$ cat src/rtl/zacore_common.sv
// Shared types and constants for the zacore RV32I pipeline.
//   fetch_decode_if_t   : fetch -> decode bundle (valid, pc, inst)
//   decode_execute_if_t : decode -> execute bundle (operands, immediate, control)
//   opcode_t, alu_op_t, mem_size_t, imm_fmt_t : decode enumerations
package zacore_common;

  localparam int XLEN = 32;

  typedef struct packed {
    logic            valid;
    logic [XLEN-1:0] pc;
  } datapath_info_t;

  typedef struct packed {
    datapath_info_t  datapath_info;
    logic [31:0]     inst;
  } fetch_decode_if_t;

  typedef enum logic [6:0] {
    OPC_LUI      = 7'b0110111,
    OPC_AUIPC    = 7'b0010111,
    OPC_JAL      = 7'b1101111,
    OPC_JALR     = 7'b1100111,
    OPC_BRANCH   = 7'b1100011,
    OPC_LOAD     = 7'b0000011,
    OPC_STORE    = 7'b0100011,
    OPC_OP_IMM   = 7'b0010011,
    OPC_OP       = 7'b0110011,
    OPC_MISC_MEM = 7'b0001111,
    OPC_SYSTEM   = 7'b1110011
  } opcode_t;

  typedef enum logic [3:0] {
    ALU_ADD  = 4'd0,
    ALU_SUB  = 4'd1,
    ALU_SLL  = 4'd2,
    ALU_SLT  = 4'd3,
    ALU_SLTU = 4'd4,
    ALU_XOR  = 4'd5,
    ALU_SRL  = 4'd6,
    ALU_SRA  = 4'd7,
    ALU_OR   = 4'd8,
    ALU_AND  = 4'd9
  } alu_op_t;

  typedef enum logic [1:0] {
    MEM_BYTE = 2'd0,
    MEM_HALF = 2'd1,
    MEM_WORD = 2'd2
  } mem_size_t;

  typedef enum logic [2:0] {
    IMM_R = 3'd0,
    IMM_I = 3'd1,
    IMM_S = 3'd2,
    IMM_B = 3'd3,
    IMM_U = 3'd4,
    IMM_J = 3'd5
  } imm_fmt_t;

  typedef struct packed {
    logic            valid;
    logic [XLEN-1:0] pc;
    logic [XLEN-1:0] rs1_data;
    logic [XLEN-1:0] rs2_data;
    logic [XLEN-1:0] imm;
    logic [4:0]      rd_addr;
    logic [4:0]      rs1_addr;   // kept so execute can forward
    logic [4:0]      rs2_addr;
    logic [2:0]      funct3;     // branch condition / CSR op for execute
    logic            rd_we;
    alu_op_t         alu_op;
    logic            alu_src_imm;
    logic            mem_read;
    logic            mem_write;
    mem_size_t       mem_size;
    logic            mem_unsigned;
    logic            branch;
    logic            jump;
    logic            uses_rs1;
    logic            uses_rs2;
    logic            illegal;
  } decode_execute_if_t;

  // alt = funct7[5], already qualified by the caller (OP, or OP_IMM shift-right).
  function automatic alu_op_t alu_decode(input logic [2:0] funct3, input logic alt);
    case (funct3)
      3'b000:  return alt ? ALU_SUB : ALU_ADD;
      3'b001:  return ALU_SLL;
      3'b010:  return ALU_SLT;
      3'b011:  return ALU_SLTU;
      3'b100:  return ALU_XOR;
      3'b101:  return alt ? ALU_SRA : ALU_SRL;
      3'b110:  return ALU_OR;
      default: return ALU_AND;
    endcase
  endfunction

  function automatic mem_size_t mem_size_decode(input logic [1:0] size_bits);
    case (size_bits)
      2'b00:   return MEM_BYTE;
      2'b01:   return MEM_HALF;
      default: return MEM_WORD;
    endcase
  endfunction

endpackage

$ cat src/rtl/zacore_imm_gen.sv
// Immediate generator: extracts and sign-extends the immediate of an RV32I
// instruction for the given format.
//   inst : in  32  raw instruction word
//   fmt  : in  imm_fmt_t  immediate layout (R gives 0)
//   imm  : out 32  sign-extended immediate (combinational)
module zacore_imm_gen
  import zacore_common::*;
(
  input  logic [31:0] inst,
  input  imm_fmt_t    fmt,
  output logic [31:0] imm
);

  // Opcode bits never contribute to an immediate.
  logic unused_opcode;
  assign unused_opcode = ^inst[6:0];

  always_comb begin
    imm = '0;
    case (fmt)
      IMM_I: imm = {{20{inst[31]}}, inst[31:20]};
      IMM_S: imm = {{20{inst[31]}}, inst[31:25], inst[11:7]};
      IMM_B: imm = {{19{inst[31]}}, inst[31], inst[7], inst[30:25], inst[11:8], 1'b0};
      IMM_U: imm = {inst[31:12], 12'b0};
      IMM_J: imm = {{11{inst[31]}}, inst[31], inst[19:12], inst[20], inst[30:21], 1'b0};
      default: imm = '0;
    endcase
  end

endmodule

$ cat src/rtl/zacore_decode.sv
// zacore decode stage: decodes one fetched instruction per cycle into control
// fields and an immediate, registers it toward execute (1-cycle latency) and
// inserts a single bubble on a load-use hazard.
//   i_clk / i_rst            : clock, synchronous active-high reset
//   i_fetch_decode_if        : valid, pc, inst from fetch
//   o_rs1_addr / o_rs2_addr  : register file read addresses (combinational)
//   i_rs1_data / i_rs2_data  : register file read data, same cycle
//   o_decode_execute_if      : registered decoded instruction
//   o_load_use_stall         : stall request to fetch (combinational)
//   i_stall                  : downstream stall, hold output register
//   i_invalidate             : flush, clear output valid
module zacore_decode
  import zacore_common::*;
(
  input  logic               i_clk,
  input  logic               i_rst,
  input  fetch_decode_if_t   i_fetch_decode_if,
  output logic [4:0]         o_rs1_addr,
  output logic [4:0]         o_rs2_addr,
  input  logic [31:0]        i_rs1_data,
  input  logic [31:0]        i_rs2_data,
  output decode_execute_if_t o_decode_execute_if,
  output logic               o_load_use_stall,
  input  logic               i_stall,
  input  logic               i_invalidate
);

  logic [31:0]        inst;
  logic [2:0]         funct3;
  imm_fmt_t           fmt;
  logic [31:0]        imm;
  decode_execute_if_t ctrl;
  decode_execute_if_t dec;
  decode_execute_if_t out_reg;
  logic               hazard;

  assign inst       = i_fetch_decode_if.inst;
  assign funct3     = inst[14:12];
  assign o_rs1_addr = inst[19:15];
  assign o_rs2_addr = inst[24:20];

  zacore_imm_gen u_imm_gen (
    .inst (inst),
    .fmt  (fmt),
    .imm  (imm)
  );

  // Control decode; the immediate is merged in a separate block so the
  // format select does not loop back through the same process.
  always_comb begin
    ctrl          = '0;
    fmt           = IMM_R;
    ctrl.valid    = i_fetch_decode_if.datapath_info.valid;
    ctrl.pc       = i_fetch_decode_if.datapath_info.pc;
    ctrl.rs1_data = i_rs1_data;
    ctrl.rs2_data = i_rs2_data;
    ctrl.rd_addr  = inst[11:7];
    ctrl.rs1_addr = inst[19:15];
    ctrl.rs2_addr = inst[24:20];
    ctrl.funct3   = funct3;
    ctrl.alu_op   = ALU_ADD;
    case (inst[6:0])
      OPC_LUI, OPC_AUIPC: begin
        fmt              = IMM_U;
        ctrl.alu_src_imm = 1'b1;
      end
      OPC_JAL: begin
        fmt              = IMM_J;
        ctrl.alu_src_imm = 1'b1;
        ctrl.jump        = 1'b1;
      end
      OPC_JALR: begin
        fmt              = IMM_I;
        ctrl.alu_src_imm = 1'b1;
        ctrl.jump        = 1'b1;
        ctrl.uses_rs1    = 1'b1;
      end
      OPC_BRANCH: begin
        fmt           = IMM_B;
        ctrl.branch   = 1'b1;
        ctrl.uses_rs1 = 1'b1;
        ctrl.uses_rs2 = 1'b1;
      end
      OPC_LOAD: begin
        fmt               = IMM_I;
        ctrl.alu_src_imm  = 1'b1;
        ctrl.mem_read     = 1'b1;
        ctrl.uses_rs1     = 1'b1;
        ctrl.mem_size     = mem_size_decode(funct3[1:0]);
        ctrl.mem_unsigned = funct3[2];
      end
      OPC_STORE: begin
        fmt              = IMM_S;
        ctrl.alu_src_imm = 1'b1;
        ctrl.mem_write   = 1'b1;
        ctrl.uses_rs1    = 1'b1;
        ctrl.uses_rs2    = 1'b1;
        ctrl.mem_size    = mem_size_decode(funct3[1:0]);
      end
      OPC_OP_IMM: begin
        fmt              = IMM_I;
        ctrl.alu_src_imm = 1'b1;
        ctrl.uses_rs1    = 1'b1;
        // funct7[5] only selects SRAI; elsewhere it is immediate data.
        ctrl.alu_op      = alu_decode(funct3, (funct3 == 3'b101) & inst[30]);
      end
      OPC_OP: begin
        ctrl.uses_rs1 = 1'b1;
        ctrl.uses_rs2 = 1'b1;
        ctrl.alu_op   = alu_decode(funct3, inst[30]);
      end
      OPC_MISC_MEM: begin
        fmt = IMM_I;
      end
      OPC_SYSTEM: begin
        fmt           = IMM_I;
        // Register-source CSR ops (CSRRW/S/C) read rs1; the immediate forms don't.
        ctrl.uses_rs1 = (funct3 != 3'b000) & ~funct3[2];
      end
      default: begin
        ctrl.illegal = 1'b1;
      end
    endcase
    ctrl.rd_we = (inst[11:7] != 5'd0) &
                 (inst[6:0] != OPC_STORE) & (inst[6:0] != OPC_BRANCH);
  end

  always_comb begin
    dec     = ctrl;
    dec.imm = imm;
  end

  // Load in execute whose destination is read by the incoming instruction.
  assign hazard = out_reg.valid & out_reg.mem_read & (out_reg.rd_addr != 5'd0) &
                  i_fetch_decode_if.datapath_info.valid &
                  ((dec.uses_rs1 & (inst[19:15] == out_reg.rd_addr)) |
                   (dec.uses_rs2 & (inst[24:20] == out_reg.rd_addr)));

  assign o_load_use_stall = hazard & ~i_stall;

  always_ff @(posedge i_clk) begin
    if (i_rst) begin
      out_reg <= '0;
    end else if (i_invalidate) begin
      out_reg.valid <= 1'b0;
    end else if (i_stall) begin
      out_reg <= out_reg;
    end else if (hazard) begin
      out_reg.valid <= 1'b0;
    end else begin
      out_reg <= dec;
    end
  end

  assign o_decode_execute_if = out_reg;

endmodule

$ cat config.mk
export PLATFORM = sky130hd
export DESIGN_NAME = zacore_decode
export DESIGN_NICKNAME = d
export VERILOG_FILES = /design/src/rtl/zacore_common.sv /design/src/rtl/zacore_imm_gen.sv /design/src/rtl/zacore_decode.sv
export SDC_FILE = /design/constraint.sdc
export NUM_CORES = 1
export LEC_CHECK = 0
export ABC_AREA = 1
export BUFFER_PORTS_ARGS = -buffer_cell sky130_fd_sc_hd__buf_2
export CORE_ASPECT_RATIO = 1.2
export CORE_MARGIN = 10
export CORE_UTILIZATION = 44
export CTS_CLUSTER_SIZE = 28
export DETAILED_ROUTE_END_ITERATION = 8
export MAX_ROUTING_LAYER = met4
export PLACE_DENSITY = 0.8
export SLEW_MARGIN = 20
export SYNTH_ARGS = -nofsm -noshare
export SYNTH_HDL_FRONTEND = slang
export SYNTH_SLANG_ARGS = --single-unit
$ cat constraint.sdc
create_clock -name i_clk -period 1.5 [get_ports i_clk]
set_clock_uncertainty 0.1 [all_clocks]
set_input_delay 0 -clock i_clk [delete_from_list [all_inputs] [get_ports i_clk]]
set_output_delay 0 -clock i_clk [all_outputs]
set_load 0.03 [all_outputs]
==> results.txt <==
- The setup path with the least slack is of type register to register.
- LEAKAGE: 5.896 nW
- Maximum clock insertion buffer count: 2
- Entering global routing, the biggest net connects 60 pins.
* Final non-filler cell total: 1706
- The final reports fail on negative setup slack.
- DRT iter0 DRCs: about 1.1k
* Starting Density: 45.05%
- Nets: ~1.6k
* First-pass GRT wire length: between 40 and 50 mm
- Fraction of registers with async set or reset after synthesis: 0%
- The worst setup path is captured at a register.
- The share of total power dissipated in combinational logic is ~20%.
- Area share of the leading cell type in the synthesized netlist: between 40 and 50%
* Vias in the first global route: between 8k and 9k
- For this run, the detailed router's first-pass iteration total came to 5.
- Part of the Yosys area used for sequential elements: between 40% and 50%
* Internal power component: ~0.008 W
- Yosys instantiated no cell more often than nand2_1.
- By area the synthesized netlist is led by dfxtp_1 (45%), nand4_1 (14%), nand2_1 (13%).
* Count of port buffers added during placement: 306
- Counting the fill cells in the layout gives between 1k and 1.5k.
- Die width: 137.8 µm
* Clock H-tree levels: 4
- Synth cell count leaders: nand2_1 (258), dfxtp_1 (163), nand4_1 (162), a21oi_1 (157), nor2_1 (56)
- Cells after DPL: between 1.5k and 2k
- The worst-case IR drop observed on VDD is between 0.6 and 0.7 mV.
* Worst endpoint data arrival time: about 2.3 ns
* Peak fanout along the critical path: 12
- Power dissipated by switching net loads: between 0.003 and 0.004 W
- Routed wire length per instance: ~21 µm
- Floorplan die height: roughly 160 µm
- Max-slew violation count: 0
- In this run the power density over the cells is ~910 nW/µm².
- After floorplanning, the core was sized to cover around 16000 µm².
* Clk pwr share: between 30 and 40%
- # clock sinks: about 160
* Required time reported for the critical path endpoint: roughly 1.7 ns
- Synthesis inferred 163 register bits.
* Category of the worst setup path launch point: register
* HPWL reported at the end of detailed placement: roughly 20 mm
* Setup repair after global routing missed its margin: yes
- The most used flip-flop cell after synthesis is dfxtp_1.
- Wires add up to around 37 mm.
- Routability Congestion: around 0.94
- Result of the run: complete, but fails checks
- The initialized floorplan defines 51 standard-cell rows.
- Summed over all failing endpoints, the final setup total negative slack is -74.23 ns.
- Syn avg cell area: 7.222 µm²
- Worst-path clk slew: approximately 0.070 ns
* Setup violations, final: ~160
- Final Hold Viols: 0
- In the finished design, the share of the clock period the worst path needs comes to 140.1%.
- At the pin with the least slew margin, the transition time is ~0.47 ns.
- The register with the most flip-flops in the layout has 163 of them.
- TritonCTS built the clock tree.
- Clock tree synthesis selected as its root buffer the cell clkbuf_16.
- Count of vias placed by the detailed router: a little under 10k
- Share of total power in sequential cells: between 40% and 50%
- The largest total area in the synthesized netlist belongs to dfxtp_1.
- Post-layout worst setup margin: -0.6021 ns
- The die covers about 22000 µm².
* Final ANT Viol Nets: 0
* Initial antenna violation count: 3
- Post-synth EDFFs: 0
* Timing-limited maximum frequency: between 0.4 and 0.5 GHz
* P&R area growth vs syn: 70.46%
- The cell count after synthesis came out at slightly above 1k.
- DR vias/cell: 5.772
- The mapped netlist covers approximately 7300 µm².
- In this run the tightest slew margin relative to its limit is approximately 69%.
* Post-layout minimum cycle time: roughly 2.1 ns
* Fraction of power spent switching nets: between 30% and 40%
- Grt total ovfl: 0
* DRC viols: 0
- Cell variety after synth: 27
- Latest clock arrival within the worst-skew pair: between 0.4 and 0.5 ns
- Fraction of layout instances using a drive strength above 1: between 40% and 50%
- During I/O placement, the number of pins put on the boundary was 307.
* Class of the worst hold path: input port to register
* Number of warnings printed during yosys synthesis: 0
* Overall Global Routing Usage: between 20% and 30%
- Max Cap Viol: 0
- Synthesis produced a netlist with a net count of around 1.1k.
- In this run, CTS created clock tree buffers numbering 17.
==> worst max-delay path, stage by stage, from the launching register on <==
cell	delay, ns
dfxtp_2	0.36
inv_1	0.12
nand2_1	0.09
a21oi_1	0.17
nand3_1	0.11
nand2_2	0.10
nand2_4	0.06
buf_8	0.14
buf_6	0.12
nand3_4	0.14
buf_8	0.20
nand2_1	0.08
a21oi_1	0.21
==> cells by family (layout without fill, tap and decap cells) <==
| family | Yosys count | after routing | synth area share [%] |
|---|---|---|---|
| and+or+nand+nor | 515 | 517 | 33.06 |
| other | 0 | 4 | 0 |
| xor gates and xnor gates | 5 | 5 | 0.5975 |
| buffers and inverters | 162 | 635 | 10.09 |
| AOI/OAI and AO/OA | 170 | 170 | 11.74 |
| DFF | 163 | 163 | 44.51 |
==> area by class of cell <==
cell class                      count  area (µm²)  share of cell area, %
Clock buffer                       18       439.2                  3.515
Multi-Input combinational cell    692        4001                  32.02
Antenna cell                        4       10.01                0.08010
Sequential cell                   163        3277                  26.22
Tap cell                          212       265.3                  2.123
Inverter                           58       225.2                  1.802
Clock inverter                     14       152.6                  1.222
Timing Repair Buffer              545        4125                  33.01
==> per-stage QoR <==
| step | util, % | area [µm²] | total power (W) | hold slack, ns | setup WS, ns |
|---|---|---|---|---|---|
| after global routing | 76.78 | 12490 | 0.01174 | 0.07536 | -0.6579 |
| after floorplan | - | 7416 | 0.005697 | -0.03613 | -0.1689 |
| after detailed placement | 58.40 | 9503 | 0.006369 | 0.1592 | -0.3046 |
| final | 76.79 | 12500 | 0.01140 | 0.05006 | -0.6021 |
| after global placement | 58.40 | 9503 | 0.006343 | 0.1420 | -0.2706 |
| after CTS | 70.42 | 11460 | 0.01103 | 0.02999 | -0.4413 |
==> power by group through the flow <==
| stage | registers, W | clock network [W] | logic [W] |
|---|---|---|---|
| finish | 0.00464 | 0.00444 | 0.00232 |
| floorplan | 0.00503 | 0 | 0.000668 |
| global placement | 0.00468 | 0 | 0.00166 |
| detailed placement | 0.00469 | 0 | 0.00168 |
| CTS | 0.00459 | 0.00448 | 0.00195 |
| global route | 0.00465 | 0.00464 | 0.00244 |
==> layout by cell type, fill, tap and decap left out, types with 15 or more instances in the layout <==
| master | Yosys | layout |
|---|---|---|
| dlygate4sd3_1 | 0 | 125 |
| nor2_1 | 56 | 50 |
| nand2_4 | 1 | 43 |
| nand2_2 | 1 | 34 |
| nand2_1 | 258 | 183 |
| inv_1 | 51 | 48 |
| nand4_1 | 162 | 162 |
| a21oi_1 | 157 | 110 |
| dfxtp_1 | 163 | 158 |
| nor3_1 | 16 | 15 |
| buf_12 | 0 | 18 |
| buf_2 | 24 | 304 |
| a21oi_2 | 0 | 46 |
| buf_4 | 25 | 73 |
| clkbuf_16 | 0 | 26 |
==> layer usage <==
layer | up-vias | global-route usage (%) | wire length [µm]
met5 | - | - | 0
met4 | 0 | 11.54 | 2065
met3 | 160 | 6.828 | 4011
met2 | 704 | 44.53 | 17550
met1 | 4582 | 30.63 | 13040
li1 | 4401 | - | -
==> final timing paths <==
path              depth (start not counted)  slack, ns               startpoint                  endpoint
hold / removal                            5       0.05     i_fetch_decode_if[4]    o_decode_execute_if[4]
setup reg to reg                         12      -0.60  o_decode_execute_if[31]  o_decode_execute_if[143]
setup / recovery                         12      -0.60  o_decode_execute_if[31]  o_decode_execute_if[143]
hold reg to reg                           2       0.36  o_decode_execute_if[47]   o_decode_execute_if[47]
==> timing repair <==
action                                  CTS  global route
resized for setup                        15           183
endpoints found under the setup margin  164           164
pin swaps                                 5            16
hold endpoints to repair                132             0
gates cloned                              1            20
hold buffers                            125             0
setup buffers                             3             3
Power figures use the tool's default switching activity.
